--- src/rtl/mio_arb_pkg.sv ---
// mio_arb_pkg: shared types and constants for the MIO bus arbiter.
package mio_arb_pkg;

  localparam int ADDR_W = 32;
  localparam int DATA_W = 32;
  localparam int DMT_W  = 3;

  // Arbiter FSM encoding.
  typedef enum logic [1:0] {
    ST_IDLE = 2'd0,
    ST_DATA = 2'd1,
    ST_INST = 2'd2
  } arb_state_t;

  // Which requester owns the bus for the transfer being granted.
  typedef enum logic {
    SEL_INST = 1'b0,
    SEL_DATA = 1'b1
  } port_sel_t;

endpackage

--- src/rtl/mio_timeout_cnt.sv ---
// mio_timeout_cnt: counts bus-wait cycles; expired is high in the TIMEOUT-th
// enabled cycle so the owner can abort on that clock edge.
module mio_timeout_cnt #(
  parameter int TIMEOUT = 255
) (
  input  logic clk,
  input  logic reset,
  input  logic i_enable,
  input  logic i_clear,
  output logic o_expired
);

  localparam int            CW   = (TIMEOUT < 2) ? 1 : $clog2(TIMEOUT);
  localparam logic [CW-1:0] LAST = CW'(TIMEOUT - 1);

  logic [CW-1:0] r_cnt;

  assign o_expired = i_enable && (r_cnt == LAST);

  // Wait-cycle counter; clear wins, holds once expired.
  always_ff @(posedge clk or negedge reset) begin
    if (!reset)                        r_cnt <= '0;
    else if (i_clear)                  r_cnt <= '0;
    else if (i_enable && !o_expired)   r_cnt <= r_cnt + 1'b1;
  end

endmodule

--- src/rtl/mio_bus_arbiter.sv ---
// mio_bus_arbiter: shares one memory bus between an instruction-fetch port and
// a data port, data-first with a starvation cap, plus a bus-wait timeout.
module mio_bus_arbiter
  import mio_arb_pkg::*;
#(
  parameter int TIMEOUT      = 255,
  parameter int STARVE_LIMIT = 4
) (
  input  logic              clk,
  input  logic              reset,
  input  logic              i_req,
  input  logic [ADDR_W-1:0] i_addr,
  output logic [DATA_W-1:0] i_rdata,
  output logic              i_ack,
  output logic              i_err,
  input  logic              d_req,
  input  logic              d_we,
  input  logic [ADDR_W-1:0] d_addr,
  input  logic [DATA_W-1:0] d_wdata,
  input  logic [DMT_W-1:0]  d_dmtype,
  output logic [DATA_W-1:0] d_rdata,
  output logic              d_ack,
  output logic              d_err,
  output logic              m_req,
  output logic              m_we,
  output logic [ADDR_W-1:0] m_addr,
  output logic [DATA_W-1:0] m_wdata,
  output logic [DMT_W-1:0]  m_dmtype,
  input  logic [DATA_W-1:0] m_rdata,
  input  logic              mio_ready,
  output logic              stall
);

  localparam int            SW         = $clog2(STARVE_LIMIT + 1);
  localparam logic [SW-1:0] STARVE_MAX = SW'(STARVE_LIMIT);

  arb_state_t        r_state, w_state_nxt;
  port_sel_t         w_sel;
  logic              w_grant, w_done, w_expired, w_turn, w_wait_clr;
  logic [SW-1:0]     r_starve;
  logic              r_m_req, r_m_we;
  logic [ADDR_W-1:0] r_m_addr;
  logic [DATA_W-1:0] r_m_wdata, r_i_rdata, r_d_rdata;
  logic [DMT_W-1:0]  r_m_dmtype;
  logic              r_i_ack, r_i_err, r_d_ack, r_d_err;

  // An ack cycle is a turnaround: the acked requester's req is stale and is
  // ignored, and no grant is made at all so that the next arbitration sees
  // both requesters live (otherwise a held d_req could never build up
  // starvation pressure against a waiting fetch).
  assign w_turn     = r_i_ack | r_d_ack;
  assign w_wait_clr = ~r_m_req;

  mio_timeout_cnt #(.TIMEOUT(TIMEOUT)) u_wait (
    .clk       (clk),
    .reset     (reset),
    .i_enable  (r_m_req),
    .i_clear   (w_wait_clr),
    .o_expired (w_expired)
  );

  // State register.
  always_ff @(posedge clk or negedge reset) begin
    if (!reset) r_state <= ST_IDLE;
    else        r_state <= w_state_nxt;
  end

  // Arbitration and completion decode. Data wins unless the fetch has waited
  // through STARVE_LIMIT data grants; a lone data request is never blocked.
  always_comb begin
    w_state_nxt = r_state;
    w_grant     = 1'b0;
    w_sel       = SEL_DATA;
    w_done      = 1'b0;
    case (r_state)
      ST_IDLE: begin
        if (!w_turn) begin
          if (d_req && (r_starve != STARVE_MAX || !i_req)) begin
            w_grant     = 1'b1;
            w_sel       = SEL_DATA;
            w_state_nxt = ST_DATA;
          end else if (i_req) begin
            w_grant     = 1'b1;
            w_sel       = SEL_INST;
            w_state_nxt = ST_INST;
          end
        end
      end
      ST_DATA, ST_INST: begin
        if (mio_ready || w_expired) begin
          w_done      = 1'b1;
          w_state_nxt = ST_IDLE;
        end
      end
      default: w_state_nxt = ST_IDLE;
    endcase
  end

  // Starvation counter: counts data grants that overtook a waiting fetch.
  always_ff @(posedge clk or negedge reset) begin
    if (!reset) begin
      r_starve <= '0;
    end else if (w_grant && w_sel == SEL_INST) begin
      r_starve <= '0;
    end else if (w_grant && i_req && r_starve != STARVE_MAX) begin
      r_starve <= r_starve + 1'b1;
    end
  end

  // Bus drive and port responses; payload holds from grant to completion,
  // acks/errs are single-cycle pulses, rdata holds between acks.
  always_ff @(posedge clk or negedge reset) begin
    if (!reset) begin
      r_m_req    <= 1'b0;
      r_m_we     <= 1'b0;
      r_m_addr   <= '0;
      r_m_wdata  <= '0;
      r_m_dmtype <= '0;
      r_i_rdata  <= '0;
      r_d_rdata  <= '0;
      r_i_ack    <= 1'b0;
      r_i_err    <= 1'b0;
      r_d_ack    <= 1'b0;
      r_d_err    <= 1'b0;
    end else begin
      r_i_ack <= 1'b0;
      r_i_err <= 1'b0;
      r_d_ack <= 1'b0;
      r_d_err <= 1'b0;
      if (w_grant) begin
        r_m_req <= 1'b1;
        if (w_sel == SEL_DATA) begin
          r_m_we     <= d_we;
          r_m_addr   <= d_addr;
          r_m_wdata  <= d_wdata;
          r_m_dmtype <= d_dmtype;
        end else begin
          r_m_we     <= 1'b0;
          r_m_addr   <= i_addr;
          r_m_wdata  <= '0;
          r_m_dmtype <= '0;
        end
      end else if (w_done) begin
        // mio_ready takes priority over an expiry landing in the same cycle.
        r_m_req <= 1'b0;
        if (r_state == ST_DATA) begin
          r_d_ack   <= 1'b1;
          r_d_err   <= ~mio_ready;
          r_d_rdata <= mio_ready ? m_rdata : '0;
        end else begin
          r_i_ack   <= 1'b1;
          r_i_err   <= ~mio_ready;
          r_i_rdata <= mio_ready ? m_rdata : '0;
        end
      end
    end
  end

  assign m_req    = r_m_req;
  assign m_we     = r_m_we;
  assign m_addr   = r_m_addr;
  assign m_wdata  = r_m_wdata;
  assign m_dmtype = r_m_dmtype;
  assign i_rdata  = r_i_rdata;
  assign i_ack    = r_i_ack;
  assign i_err    = r_i_err;
  assign d_rdata  = r_d_rdata;
  assign d_ack    = r_d_ack;
  assign d_err    = r_d_err;
  assign stall    = (i_req & ~r_i_ack) | (d_req & ~r_d_ack);

endmodule
--- config.mk ---
export PLATFORM = sky130hd
export DESIGN_NAME = mio_bus_arbiter
export DESIGN_NICKNAME = d
export VERILOG_FILES = /design/src/rtl/mio_arb_pkg.sv /design/src/rtl/mio_timeout_cnt.sv /design/src/rtl/mio_bus_arbiter.sv
export SDC_FILE = /design/constraint.sdc
export NUM_CORES = 1
export LEC_CHECK = 0
export ABC_AREA = 0
export BUFFER_PORTS_ARGS = -buffer_cell sky130_fd_sc_hd__buf_2
export CORE_MARGIN = 10
export CORE_UTILIZATION = 42
export DETAILED_ROUTE_END_ITERATION = 12
export GPL_TIMING_DRIVEN = 0
export MAX_ROUTING_LAYER = met4
export PLACE_DENSITY = 0.74
export SYNTH_ARGS = -nofsm -noshare
export SYNTH_HDL_FRONTEND = slang
export SYNTH_HIERARCHICAL = 1
export SYNTH_SLANG_ARGS = --single-unit
--- constraint.sdc ---
create_clock -name clk -period 2.1 [get_ports clk]
set_clock_uncertainty 0.1 [all_clocks]
set_input_delay 0.21 -clock clk [delete_from_list [all_inputs] [get_ports clk]]
set_output_delay 0.21 -clock clk [all_outputs]
set_load 0.02 [all_outputs]
Yosys cells after proc, flatten, opt, wreduce, memory -nomap -nowiden
Cells that the tools add are included.
{ "op_classes": {"eq_ne": 8, "n_reduce_logical": 17, "n_bitwise": 10, "addsub": 2, "n_mux": 38} }
{ "op_table": {"columns": ["cell", "n"], "rows": [
  ["2-to-1 mux 32 bit", 3],
  ["2-to-1 mux 1 bit", 25],
  ["2-to-1 mux 8 bit", 2],
  ["2-to-1 mux 3 bit", 3],
  ["AND reduction 3 bit", 3],
  ["adder 8 x 1 -> 8 bit, second input constant", 1],
  ["== test 8 bit, second input constant", 1],
  ["2-to-1 mux 2 bit", 4],
  ["logical AND 1 bit", 6],
  ["inequality test 3 bit, second input constant", 2],
  ["NOT 1 bit", 6],
  ["inequality test 2 bit, second input constant", 2],
  ["one-hot mux 2 bit (2 select lines)", 1],
  ["nonzero test 2 bit", 2],
  ["adder 3 x 1 -> 3 bit, second input constant", 1],
  ["AND 1 bit", 2],
  ["== test 2 x 1 -> 1 bit, second input constant", 1],
  ["== test 2 bit, second input constant", 1],
  ["zero test 1 bit", 2],
  ["zero test 2 bit", 1],
  ["logical OR 1 bit", 2],
  ["inequality test 2 x 1 -> 1 bit, second input constant", 1],
  ["OR 1 bit", 2],
  ["OR reduction 2 bit", 1]
]} }
{ "totals": {"word_cells": 89, "regBits": 150, "output_inout_bits": 138, "inputBits": 137} }

Logic depth before layout (Yosys ltp)
Gate-level depths: netlist of run 1.
{ "logic_depth": {"word_depth": 10, "ltp_mapped": 10, "mapped_depth_nobuf": 8} }

Hierarchy
The synthesis of run 1 kept the hierarchy.
{ "by_module_without_submodules": {"columns": ["module", "area_per_inst_um2", "cells_each", "instances", "seq_area_each_um2"], "rows": [
  ["mio_bus_arbiter", 5540.3, 520, 1, 3553.4],
  ["mio_timeout_cnt", 489.2, 47, 1, 200.2]
]} }

Worst setup path after synthesis of run 1
Ideal clock, no wire load.
{ "synth_path": {"path_type": "register to register", "start": "register u_wait.r_cnt[0]", "end": "register r_state[1]", "n_path_buf": 0, "required_ns": 1.879, "setup_time_ns": 0.121, "t_arrival_ns": 1.884, "path_slack_ns": -0.005, "period_less_slack_ns": 2.105, "stages_incl_launch_ff": 9, "path_cell_list": "dfrtp_1 > inv_1 > ha_1 > and4_4 > and3_2 > nor3b_1 > a21oi_1 > mux2_1 > a22o_1"} }
{ "synth_between": {"elab_chain_cells": 5} }
{ "synth_rtl": {"columns": ["element", "line", "rtl"], "rows": [
  ["start, declared", "mio_timeout_cnt.sv:16", "logic [CW-1:0] r_cnt;"],
  ["start signal, assigned", "mio_timeout_cnt.sv:24", "else if (i_enable && !o_expired) r_cnt <= r_cnt + 1'b1;"],
  ["== test 8 bit", "mio_timeout_cnt.sv:18", "assign o_expired = i_enable && (r_cnt == LAST);"],
  ["logical AND 1 bit", "mio_timeout_cnt.sv:18", null],
  ["via w_expired", "mio_bus_arbiter.sv:39", "logic w_grant, w_done, w_expired, w_turn, w_wait_clr;"],
  ["logical OR 1 bit", "mio_bus_arbiter.sv:90", "if (mio_ready || w_expired) begin"],
  ["inequality test 2 bit (no line)", null, null],
  ["AND reduction 3 bit (no line)", null, null],
  ["end signal, assigned", "mio_bus_arbiter.sv:65", "else r_state <= w_state_nxt;"],
  ["end, declared", "mio_bus_arbiter.sv:37", "arb_state_t r_state, w_state_nxt;"]
]} }
The timed path passes the listed nets, and every way through them passes these cells.
A chain may end at the register's enable or synchronous reset.

Worst setup path after layout of run 1
{ "layout_path": {"start": "register u_wait.r_cnt[0]", "end": "register r_i_rdata[25], in the netlist i_rdata[25]"} }
{ "layout_between": {"elab_chain_cells": 6} }
{ "layout_rtl": {"columns": ["element", "line", "rtl"], "rows": [
  ["== test 8 bit", "mio_timeout_cnt.sv:18", null],
  ["logical AND 1 bit", "mio_timeout_cnt.sv:18", null],
  ["via w_expired", "mio_bus_arbiter.sv:39", null],
  ["logical OR 1 bit", "mio_bus_arbiter.sv:90", null],
  ["2-to-1 mux 1 bit", "mio_bus_arbiter.sv:90", null],
  ["2-to-1 mux 1 bit", "mio_bus_arbiter.sv:75", "case (r_state)"],
  ["AND reduction 3 bit (no line)", null, null],
  ["end signal, assigned", "mio_bus_arbiter.sv:153", "r_i_rdata <= mio_ready ? m_rdata : '0;"],
  ["end, declared", "mio_bus_arbiter.sv:43", "logic [DATA_W-1:0] r_m_wdata, r_i_rdata, r_d_rdata;"]
]} }
The timed path passes the listed nets, and every way through them passes these cells.

==> flow_summary_export.csv, run 1 <==
group,metric,value,unit
setup_path,r2r_cells,10,
setup_path,crit_fanout,10,
yosys,synthXorXnorAreaFrac,0,
sta,drv_slew,0,
placed_design,gp_congestion,0.8210,
setup_path,cp.arrival,2200,ps
routing,drt_iter0_markers,407,
placed_design,hpwlAfterDp,14460,um
floorplanning,fp.dieH,139.8,um
pwr,intPower,7.983,mW
yosys,synth_edf_count,0,
placed_design,port_buffers,272,
yosys,synth_top_family_by_area,"compound AO/OA/AOI/OAI gates",
routing,antenna_left,0,
yosys,async_flop_share,1.000,
sta,whs,46.06,ps
yosys,syn_nets,710,
sta,tns,0,ps
placed_design,dp.cells,1020,
run_status,outcome,"complete, no violations",
clock_network,numCtsBuffers,17,
yosys,synth_compound_area_frac,0.1708,
clock_network,cts_tree,"done",
sta,min_period,2016,ps
cells_and_area,stdcell_count,1197,
yosys,synth.avg_cell_area,10.63,sq um
global_route,grt_use_total,0.2329,
floorplanning,initial_core_util,0.4310,
yosys,synthAdderAreaFrac,0.01245,
routing,wl_per_cell,19.05,um
yosys,ys_ff_latch,150,
cells_and_area,area_growth,61.24,%
global_route,grt_max_degree,93,
cells_and_area,final_common_cell,"buf_2",
clock_network,cts_max_path_buffers,2,
pwr,leakagePower,4.927,nW
pwr,comb_power_share,0.448,
placed_design,place_area,7655,sq um
yosys,ys_seq_area_frac,0.6225,
setup_path,criticalPathCategory,"reg -> reg",
yosys,synth-main-ff-cell,"dfrtp_1",
global_route,antenna_found_initial,3,
pwr,power_density,1389,nW/um^2
worst_hold_path,hold_class,"in -> reg",
sta,min_period_over_period,0.9600,
floorplanning,die_area,19550,sq um
floorplanning,io_pins,275,
sta,tightest_slew,592.8,ps
setup_path,cp-start-kind,"register",
cells_and_area,fin_nets,1144,
setup_path,slowest_stage,"dfrtp_1",
global_route,gr-total-overflow,0,
setup_path,crit_required,2290,ps
setup_path,slowest_delay,370,ps
pwr,switching_power,5.519,mW
worst_hold_path,worstHoldEndpoint,"r_starve[2]",
cells_and_area,finalInstanceArea,9722,sq um
routing,viasPerCell,5.160,
floorplanning,fp.dieW,139.8,um
sta,finalHoldViolCount,0,
routing,drc,0,
clock_network,path_clk_slew,60,ps
setup_path,crit_chain,"inv_1 -> ha_2 -> and4_4 -> and3_4 -> o21a_4 -> o211ai_4 -> buf_6 -> buf_6 -> nand2_1 -> o21ai_1",
sta,rsz0062_at_grt,"yes",
clock_network,clkLatencyLatePin,410,ps
routing,wl,22810,um
global_route,grt_pass1_vias,6632,
setup_path,endpoint_kind,"register",
yosys,netlist_instances,567,
routing,firstDrtPassIters,5,
sta,max_slew_margin,0.6033,
cells_and_area,final_cell_mix,"buf_2, dfrtp_1, dlygate4sd3_1, nand2_1, nor2_1",
yosys,yosys_warnings,6,
run,drv_cap,0,
yosys,muxShareOfSynthArea,0.006848,
setup_path,r2r_start,"u_wait/r_cnt[0]",
clock_network,cts-root-buf,"clkbuf_16",
cells_and_area,drive_gt1_frac,0.3583,
clock_network,h-tree-depth,4,
setup_path,startpoint,"u_wait/r_cnt[0]",
floorplanning,row_count,43,
floorplanning,core,13990,sq um
setup_path,cpMostUsedCell,"buf_6",
worst_hold_path,hold_path_startpoint,"d_req",
pwr,switching_share,0.4088,
clock_network,clock-sinks,150,
pwr,p_clk_frac,0.209,
routing,vias,6177,
setup_path,reg2reg_slack,80,ps
yosys,synth-simple-area-share,0.1399,
pwr,power_frac_seq,0.343,
yosys,ys_types,43,
sta,setup_violations,0,
sta,timing.fmax,496.0,MHz
global_route,grt_pass1_wl,36020,um
setup_path,reg2reg_to,"i_rdata[25]",
worst_hold_path,hold_depth,3,
pwr,ir_drop,612.4,uV
yosys,synth_area,6030,sq um
how the worst max path moves through the flow:
stage                             end  slack, ps
final                     i_rdata[25]         80
after global routing       r_state[1]        -10
after CTS                 i_rdata[28]          6
after detailed placement   d_rdata[9]       -150
after global placement    m_wdata[11]      -1480
after floorplan           d_rdata[10]         90
timing repair:
item	4_1_cts	5_1_grt
setup endpoints to repair	122	127
buffers inserted	5	4
hold buffers	134	0
resized for setup	8	25
endpoints found under the hold margin	191	0
pin swaps	2	1
per-stage QoR:
stage               utilization  power (mW)  worst slack (ps)
global placement         0.5448       9.964             -1484
finish                   0.6950       13.50             83.96
global route             0.6948       14.29            -14.54
CTS                      0.6866       13.23             5.562
floorplan                     -       8.050             88.78
detailed placement       0.5472       10.11            -146.4
final cells by class:
type,instances,area [sq um]
fill,984,4267
sequential,150,3754
timing repair buffer,416,2804
multi-input combinational,367,2078
clock buffer,23,467.9
buffer,37,261.5
tap,180,225.2
clock inverter,8,76.32
inverter,12,45.04
antenna,4,10.01
power by group through the flow:
stage | Clock [mW] | Combinational [mW] | Sequential, mW
2_1_floorplan | 0 | 2.21 | 5.84
3_3_place_gp | 0 | 5.41 | 4.56
3_5_place_dp | 0 | 5.50 | 4.61
4_1_cts | 2.87 | 5.79 | 4.58
5_1_grt | 2.99 | 6.54 | 4.76
6_report | 2.82 | 6.05 | 4.63
worst max-delay path: cells and delay by family, from the launching register on:
kind | cells | cell delay [ps]
AND/OR/NAND/NOR | 3 | 500
buffers and inverters | 3 | 390
flip-flops | 1 | 370
AO/OA/AOI/OAI | 3 | 320
adder cells (fa/ha/maj) | 1 | 190
layer usage:
metal,part of all wire,vias to the layer above,GRT usage
li1,-,2843,-
met1,0.40,2952,0.2732
met2,0.48,331,0.3618
met3,0.085,51,0.07417
met4,0.029,0,0.1000
met5,0,-,-
synth_stat cells (all sizes together), types with 4 or more instances:
master,count,area [sq um]
nor3,5,25.02
nand3,4,20.02
dfrtp,150,3754
o21ai,70,350.3
inv,12,45.04
a21boi,4,41.29
nor2,69,261.5
a21oi,7,35.03
buf,27,198.9
a22o,37,324.1
ha,6,75.07
nand2,101,379.1
and3,6,40.03
clkbuf,11,42.54
o22ai,34,212.7
flip-flops by register name, indices dropped and copies added (netlist names):
signal        cells
m_we              1
m_req             1
i_ack             1
m_wdata          32
m_dmtype          3
d_err             1
u_wait/r_cnt      8
d_rdata          32
r_state           2
d_ack             1
m_addr           32
r_starve          3
i_rdata          32
i_err             1
kinds of logic (layout without fill, tap and decap cells):
kind of cell    after synthesis  after routing
simple gates                199            199
compound gates              159            159
flops                       150            150
buf+inv                      50            496
fa+ha+maj                     6              6
mux                           3              3
other cells                   0              4
Note: power is estimated with default switching activity, not from simulation.
==> run 2: changes to the inputs <==
--- a/config.mk
+++ b/config.mk
@@ -8,12 +8,11 @@
 export ABC_AREA = 0
 export BUFFER_PORTS_ARGS = -buffer_cell sky130_fd_sc_hd__buf_2
 export CORE_MARGIN = 10
-export CORE_UTILIZATION = 42
+export CORE_UTILIZATION = 43
 export DETAILED_ROUTE_END_ITERATION = 12
 export GPL_TIMING_DRIVEN = 0
 export MAX_ROUTING_LAYER = met4
 export PLACE_DENSITY = 0.74
 export SYNTH_ARGS = -nofsm -noshare
 export SYNTH_HDL_FRONTEND = slang
-export SYNTH_HIERARCHICAL = 1
 export SYNTH_SLANG_ARGS = --single-unit
==> run 2 against run 1 <==
  * The flow now finishes with violations (setup timing)
  * Register-to-register slack worse by 110 ps
  * Clock power increased by 19%
  * Final cell count up 0.25%
  * Synthesized cell count up 4.8%
  * Routed wire length down 3.9%
  * Die area up 3.0%
  * Combinational power is 20% higher
  * Hold slack got worse by 34 ps
  * First-iteration DRC count fell by 18%
  * Non-clock buffer count fell by 34
  * Via count shrank 3.4%
==> flow_summary_export.csv, run 2 <==
group,metric,value,unit
setup_path,endpoint,"i_rdata[27]",
yosys,synth_common_cells,"dfrtp_1, nand2_1, a21oi_1",
floorplanning,fp.dieW,141.9,um
yosys,synth_edf_count,0,
global_route,grt_pass1_wl,34300,um
routing,wl,21920,um
floorplanning,io_pins,275,
pwr,leakagePower,5.283,nW
pwr,power_density,1536,nW/um^2
global_route,antenna_found_initial,4,
routing,drt_iter0_markers,333,
placed_design,dp.cells,1053,
sta,finalHoldViolCount,0,
setup_path,cp-start-kind,"register",
global_route,grt_pass1_vias,6463,
routing,firstDrtPassIters,5,
clock_network,path_clk_slew,60,ps
cells_and_area,final_cell_mix,"buf_2, dfrtp_1, nand2_1, dlygate4sd3_1, a21oi_1",
yosys,synth-main-ff-cell,"dfrtp_1",
setup_path,cp.arrival,2310,ps
routing,wl_met3,1204,um
cells_and_area,nFillCells,1087,
setup_path,r2r_cells,8,
setup_path,criticalPathCategory,"reg -> reg",
clock_network,cts-root-buf,"clkbuf_16",
placed_design,post-place-ws,-479.9,ps
run_status,violations,"setup timing",
placed_design,gp_congestion,0.8335,
sta,setup_violations,24,
yosys,ys_types,40,
sta,setup_ws,-21.78,ps
setup_path,reg2reg_slack,-20,ps
floorplanning,die_area,20130,sq um
routing,dr_wl_met2,11790,um
yosys,netlist_top_cells_area,"dfrtp_1, mux2_2, nand2_1, a21oi_1, and2_1",
pwr,power,15.44,mW
sta,min_period_over_period,1.010,
cells_and_area,utilization,0.6920,
yosys,netlist_instances,594,
setup_path,startpoint,"u_wait.r_cnt[0]",
floorplanning,fp.dieH,141.9,um
sta,max_slew_margin,0.5676,
run_status,outcome,"finished, violations left",
yosys,synth_area,6389,sq um
sta,tightest_slew,648.6,ps
worst_hold_path,hold_path_startpoint,"i_addr[13]",
routing,wl_per_cell,18.27,um
yosys,ys_ff_latch,150,
sta,rsz0062_at_grt,"yes",
global_route,grt_use_total,0.2199,
setup_path,reg2reg_to,"i_rdata[27]",
global_route,gr-total-overflow,0,
routing,top_layer,"met4",
cells_and_area,multi_input_area,2609,sq um
yosys,yosys_warnings,0,
clock_network,clock-sinks,150,
cells_and_area,drive_gt1_frac,0.4289,
sta,drv_slew,0,
clock_network,h-tree-depth,4,
run,drv_cap,0,
pwr,ir_drop,962.9,uV
routing,drc,0,
cells_and_area,stdcell_count,1200,
floorplanning,core,14530,sq um
cells_and_area,area_growth,57.42,%
global_route,grt_max_degree,83,
clock_network,numCtsBuffers,17,
routing,antenna_left,0,
routing,viasPerCell,4.970,
setup_path,crit_fanout,10,
yosys,synthMostInstantiatedCell,"dfrtp_1",
cells_and_area,register_area,3755,sq um
floorplanning,row_count,44,
cells_and_area,final_common_cell,"buf_2",
cells_and_area,fin_nets,1142,
clock_network,clkLatencyLatePin,410,ps
sta,timing.fmax,471.3,MHz
worst_hold_path,hold_class,"in -> reg",
placed_design,port_buffers,274,
clock_network,cts_max_path_buffers,2,
setup_path,endpoint_kind,"register",
routing,vias,5964,
sta,min_period,2122,ps
yosys,ys_seq_area_frac,0.5875,
floorplanning,initial_core_util,0.4396,
yosys,synth.avg_cell_area,10.76,sq um
yosys,yosys.area.top_type_share,0.5875,
routing,met1_length,8133,um
clock_network,cts_tree,"done",
placed_design,hpwlAfterDp,14850,um
setup_path,r2r_start,"u_wait.r_cnt[0]",
setup_path,crit_required,2290,ps
yosys,syn_nets,737,
yosys,async_flop_share,1.000,
yosys,yosys.area.top_type,"dfrtp_1",
==> run 2: changes by cell type after synthesis, moves of 5 or more <==
cell	delta
nor2_1	-26
mux2_1	+5
and2_1	+32
buf_4	-9
mux2_2	+58
a22o_1	-35
o21ai_1	-64
a21oi_1	+60
o22ai_1	-33
clkbuf_1	+10
nand2_1	+8
nand3_1	+35
==> run 2: kinds of logic (layout without fill, tap and decap cells) <==
kind of cell | count (synthesis) | after routing | share of synthesized area
other cells | 0 | 4 | 0
xor+xnor | 5 | 5 | 0.006854
buf+inv | 43 | 461 | 0.03055
compound gates | 85 | 85 | 0.07540
flops | 150 | 150 | 0.5875
mux | 65 | 65 | 0.1144
simple gates | 240 | 240 | 0.1735
fa+ha+maj | 6 | 6 | 0.01175
==> run 2: worst min-delay path by stage <==
stage / slack [ps] / endpoint / depth (start not counted)
2_1_floorplan: -190 / d_ack / 0
6_report: 10 / m_addr[13] / 3
5_1_grt: 6 / m_addr[10] / 3
4_1_cts: 0.8 / m_addr[11] / 3
3_3_place_gp: 330 / m_wdata[30] / 3
3_5_place_dp: 160 / i_rdata[5] / 1
==> run 2: through the flow <==
step,TNS [ps],instance area [sq um],hold WS (ps)
6_report,-224.0,10060,12.44
5_1_grt,-1942,10060,6.467
4_1_cts,-1808,9811,0.8298
3_5_place_dp,-38200,8090,161.3
3_3_place_gp,-270280,8056,326.6
2_1_floorplan,-2815,6455,-185.6
==> run 2: area by class of cell <==
type | instances | area share
sequential | 150 | 0.3734
multi-input combinational | 401 | 0.2594
timing repair buffer | 386 | 0.2472
clock buffer | 20 | 0.04541
buffer | 33 | 0.02737
tap | 184 | 0.02289
clock inverter | 12 | 0.01966
inverter | 10 | 0.003732
antenna | 4 | 0.0009953
==> run 2: timing repair <==
item / CTS / global route
pin swaps: 4 / 8
cloned: 0 / 0
buffers inserted: 7 / 13
hold buffers: 91 / 0
gates resized for setup: 28 / 56
endpoints found under the hold margin: 136 / 0
setup endpoints to repair: 142 / 123
==> run 2: routing by layer <==
metal	vias up	global-route usage
li1	2813	-
met1	2892	0.2343
met2	204	0.3770
met3	55	0.05641
met4	0	0.1001
met5	-	-
==> run 2: worst max-delay path, cell delays in order (launching register included) <==
cell and delay, ps:
dfrtp_1 410, inv_2 100, ha_4 130, and4_4 230
a31oi_4 120, nor4b_4 240, buf_6 180, buf_8 150
mux2_2 340
==> run 2: power by group <==
| group | leakage [nW] | switching (mW) | internal [mW] |
|---|---|---|---|
| sequential | 1.88 | 0.690 | 4.17 |
| clock | 0.316 | 1.18 | 2.17 |
| combinational | 3.09 | 4.35 | 2.88 |
==> run 3: changes to the inputs <==
--- a/config.mk
+++ b/config.mk
@@ -5,14 +5,14 @@
 export SDC_FILE = /design/constraint.sdc
 export NUM_CORES = 1
 export LEC_CHECK = 0
-export ABC_AREA = 0
+export ABC_AREA = 1
 export BUFFER_PORTS_ARGS = -buffer_cell sky130_fd_sc_hd__buf_2
 export CORE_MARGIN = 10
-export CORE_UTILIZATION = 43
+export CORE_UTILIZATION = 45
 export DETAILED_ROUTE_END_ITERATION = 12
 export GPL_TIMING_DRIVEN = 0
 export MAX_ROUTING_LAYER = met4
-export PLACE_DENSITY = 0.74
+export PLACE_DENSITY = 0.75
 export SYNTH_ARGS = -nofsm -noshare
 export SYNTH_HDL_FRONTEND = slang
 export SYNTH_SLANG_ARGS = --single-unit
==> constraint.sdc (replaced) <==
create_clock -name clk -period 2.1 [get_ports clk]
set_clock_uncertainty 0.1 [all_clocks]
set_input_delay 0.105 -clock clk [delete_from_list [all_inputs] [get_ports clk]]
set_output_delay 0.105 -clock clk [all_outputs]
set_load 0.02 [all_outputs]
==> run 3 against run 2 <==
  * Largest power group unchanged
  * Final cell count increased by 30%
  * Die area increased by 6.6%
  * Sequential share of layout area decreased by 2.7 points
  * Hold slack improved by 61 ps
  * Synthesized area increased by 13%
  * Utilization decreased by 0.43 points
  * Power decreased by 2.6%
  * Critical endpoint is now m_addr[18]
  * The flow now finishes without violations
  * Register-to-register slack improved by 97 ps
  * Fmax increased by 4.8%
  * Setup slack improved by 97 ps
  * Highest routed layer unchanged
  * Synthesized cell count increased by 51%
  * Clock-buffer cell count decreased by 2
==> flow_summary_export.csv, run 3 <==
group,metric,value,unit
run_status,outcome,"complete, no violations",
setup_path,r2r_cells,8,
routing,drc,0,
setup_path,cp.arrival,2210,ps
floorplanning,initial_core_util,0.4566,
global_route,grt_pass1_vias,8192,
floorplanning,row_count,46,
pwr,power,15.05,mW
placed_design,gp_congestion,0.8732,
yosys,ys_ff_latch,150,
cells_and_area,final_cell_mix,"nand2_1, buf_2, dfrtp_1, dlygate4sd3_1, inv_1",
clock_network,clock-sinks,150,
yosys,ys_types,34,
routing,antenna_left,0,
placed_design,dp.cells,1386,
cells_and_area,stdcell_count,1556,
sta,min_period,2025,ps
cells_and_area,final_common_cell,"nand2_1",
clock_network,cts_max_path_buffers,2,
routing,vias,7986,
pwr,power_frac_seq,0.318,
routing,viasPerCell,5.132,
yosys,async_flop_share,1.000,
yosys,syn_nets,1039,
global_route,grt_max_degree,80,
setup_path,cp-start-kind,"register",
placed_design,place_area,8871,sq um
sta,rsz0062_at_grt,"no",
setup_path,crit_required,2290,ps
clock_network,h-tree-depth,4,
clock_network,cts_tree,"done",
pwr,power_density,1387,nW/um^2
worst_hold_path,hold_path_startpoint,"d_req",
cells_and_area,area_growth,50.62,%
placed_design,hpwlAfterDp,17910,um
clock_network,cts-root-buf,"clkbuf_16",
worst_hold_path,worstHoldEndpoint,"m_addr[1]",
pwr,comb_power_share,0.481,
worst_hold_path,hold_class,"in -> reg",
yosys,yosys.area.top_type,"dfrtp_1",
yosys,synth_common_cells,"nand2_1, dfrtp_1, inv_1",
pwr,p_clk_frac,0.201,
yosys,yosys_warnings,0,
setup_path,endpoint_kind,"register",
sta,max_slew_margin,0.5387,
yosys,ys_seq_area_frac,0.5213,
routing,wl,28550,um
floorplanning,io_pins,275,
pwr,leakagePower,6.366,nW
yosys,netlist_instances,896,
setup_path,r2r_start,"r_starve[0]",
placed_design,port_buffers,273,
floorplanning,core,15770,sq um
routing,firstDrtPassIters,5,
sta,tightest_slew,692.0,ps
cells_and_area,register_area,3754,sq um
global_route,grt_use_total,0.2661,
sta,finalHoldViolCount,0,
cells_and_area,fin_nets,1467,
clock_network,cts_setup_buffers,0,
pwr,intPower,8.127,mW
sta,min_period_over_period,0.9644,
global_route,antenna_found_initial,3,
floorplanning,fp.dieW,146.5,um
floorplanning,fp.dieH,146.5,um
yosys,synth.avg_cell_area,8.036,sq um
cells_and_area,finalInstanceArea,10850,sq um
setup_path,criticalPathCategory,"reg -> reg",
global_route,grt_pass1_wl,44850,um
setup_path,crit_fanout,10,
yosys,synth-main-ff-cell,"dfrtp_1",
floorplanning,die_area,21460,sq um
cells_and_area,drive_gt1_frac,0.2752,
setup_path,reg2reg_slack,70,ps
setup_path,reg2reg_to,"m_addr[18]",
clock_network,clkLatencyLatePin,420,ps
yosys,netlist_top_cells_area,"dfrtp_1, nand2_1, nand4_1, inv_1, nand3_1",
pwr,ir_drop,737.4,uV
run,drv_cap,0,
worst_hold_path,hold_depth,5,
cells_and_area,nFillCells,1162,
global_route,gr-total-overflow,0,
sta,timing.fmax,493.8,MHz
pwr,switching_power,6.920,mW
yosys,synth_area,7201,sq um
routing,wl_per_cell,18.35,um
sta,drv_slew,0,
sta,setup_violations,0,
routing,drt_iter0_markers,621,
pwr,switching_share,0.4599,
yosys,synth_edf_count,0,
yosys,synthMostInstantiatedCell,"nand2_1",
clock_network,path_clk_slew,60,ps
clock_network,numCtsBuffers,17,
cells_and_area,multi_input_area,2691,sq um
yosys,yosys.area.top_type_share,0.5213,
==> run 3: timing repair <==
action | 4_1_cts | 5_1_grt
gates resized for setup | 4 | 11
hold endpoints to repair | 204 | 0
setup endpoints to repair | 52 | 73
pin swaps | 0 | 1
hold buffers | 134 | 0
cloned | 0 | 1
==> run 3: cell type report <==
class	instances	share of cell area
tap	216	0.02492
timing repair buffer	408	0.2528
antenna	3	0.0006922
clock inverter	14	0.01396
buffer	63	0.03346
inverter	116	0.04038
sequential	150	0.3461
clock buffer	18	0.03957
multi-input combinational	568	0.2482
==> run 3: metrics by stage <==
| stage | worst slack (ps) | util | TNS (ps) | hold WS [ps] |
|---|---|---|---|---|
| final | 74.77 | 0.6877 | 0 | 73.63 |
| after global placement | -1421 | 0.5604 | -212770 | 226.4 |
| after detailed placement | -119.4 | 0.5625 | -2948 | 72.94 |
| after CTS | 20.04 | 0.6855 | 0 | 44.36 |
| after floorplan | 430.7 | - | 0 | -290.6 |
| after global routing | 6.763 | 0.6877 | 0 | 72.63 |
==> run 3: worst max path at each step <==
| stage | from | to | slack (ps) |
|---|---|---|---|
| floorplan | r_state[0] | i_rdata[6] | 430 |
| global placement | reset | m_wdata[20] | -1420 |
| detailed placement | r_starve[0] | m_wdata[30] | -120 |
| CTS | r_starve[0] | m_wdata[8] | 20 |
| global route | r_starve[0] | m_addr[18] | 7 |
| finish | r_starve[0] | m_addr[18] | 70 |
==> run 3: kinds of logic after synthesis <==
group,Yosys count,synth area share
and+or+nand+nor,543,0.3435
buffers and inverters,179,0.1093
DFF,150,0.5213
AOI/OAI and AO/OA,17,0.01425
adders and majority gates,6,0.01043
xor gates and xnor gates,1,0.001217
==> run 3: power groups by stage <==
stage | logic [mW] | registers [mW] | clock network [mW]
floorplan | 2.88 | 6.14 | 0
global placement | 6.70 | 4.71 | 0
detailed placement | 6.79 | 4.75 | 0
CTS | 7.03 | 4.72 | 3.08
global route | 7.86 | 4.92 | 3.20
finish | 7.24 | 4.78 | 3.03
==> run 3: critical path, cell delays in order, from the launching register on <==
cell	delay, ps
dfrtp_1	390
inv_1	100
ha_1	150
nand2_1	80
o21ai_4	320
buf_2	320
nand4_1	150
nand3_1	160
nand2_1	110
==> run 3: layer usage <==
layer / global-route usage / up-vias / part of all wire
met5: - / - / 0
met4: 0.09359 / 0 / 0.020
met3: 0.06273 / 47 / 0.094
met2: 0.4377 / 493 / 0.49
met1: 0.3137 / 3726 / 0.39
li1: - / 3720 / -
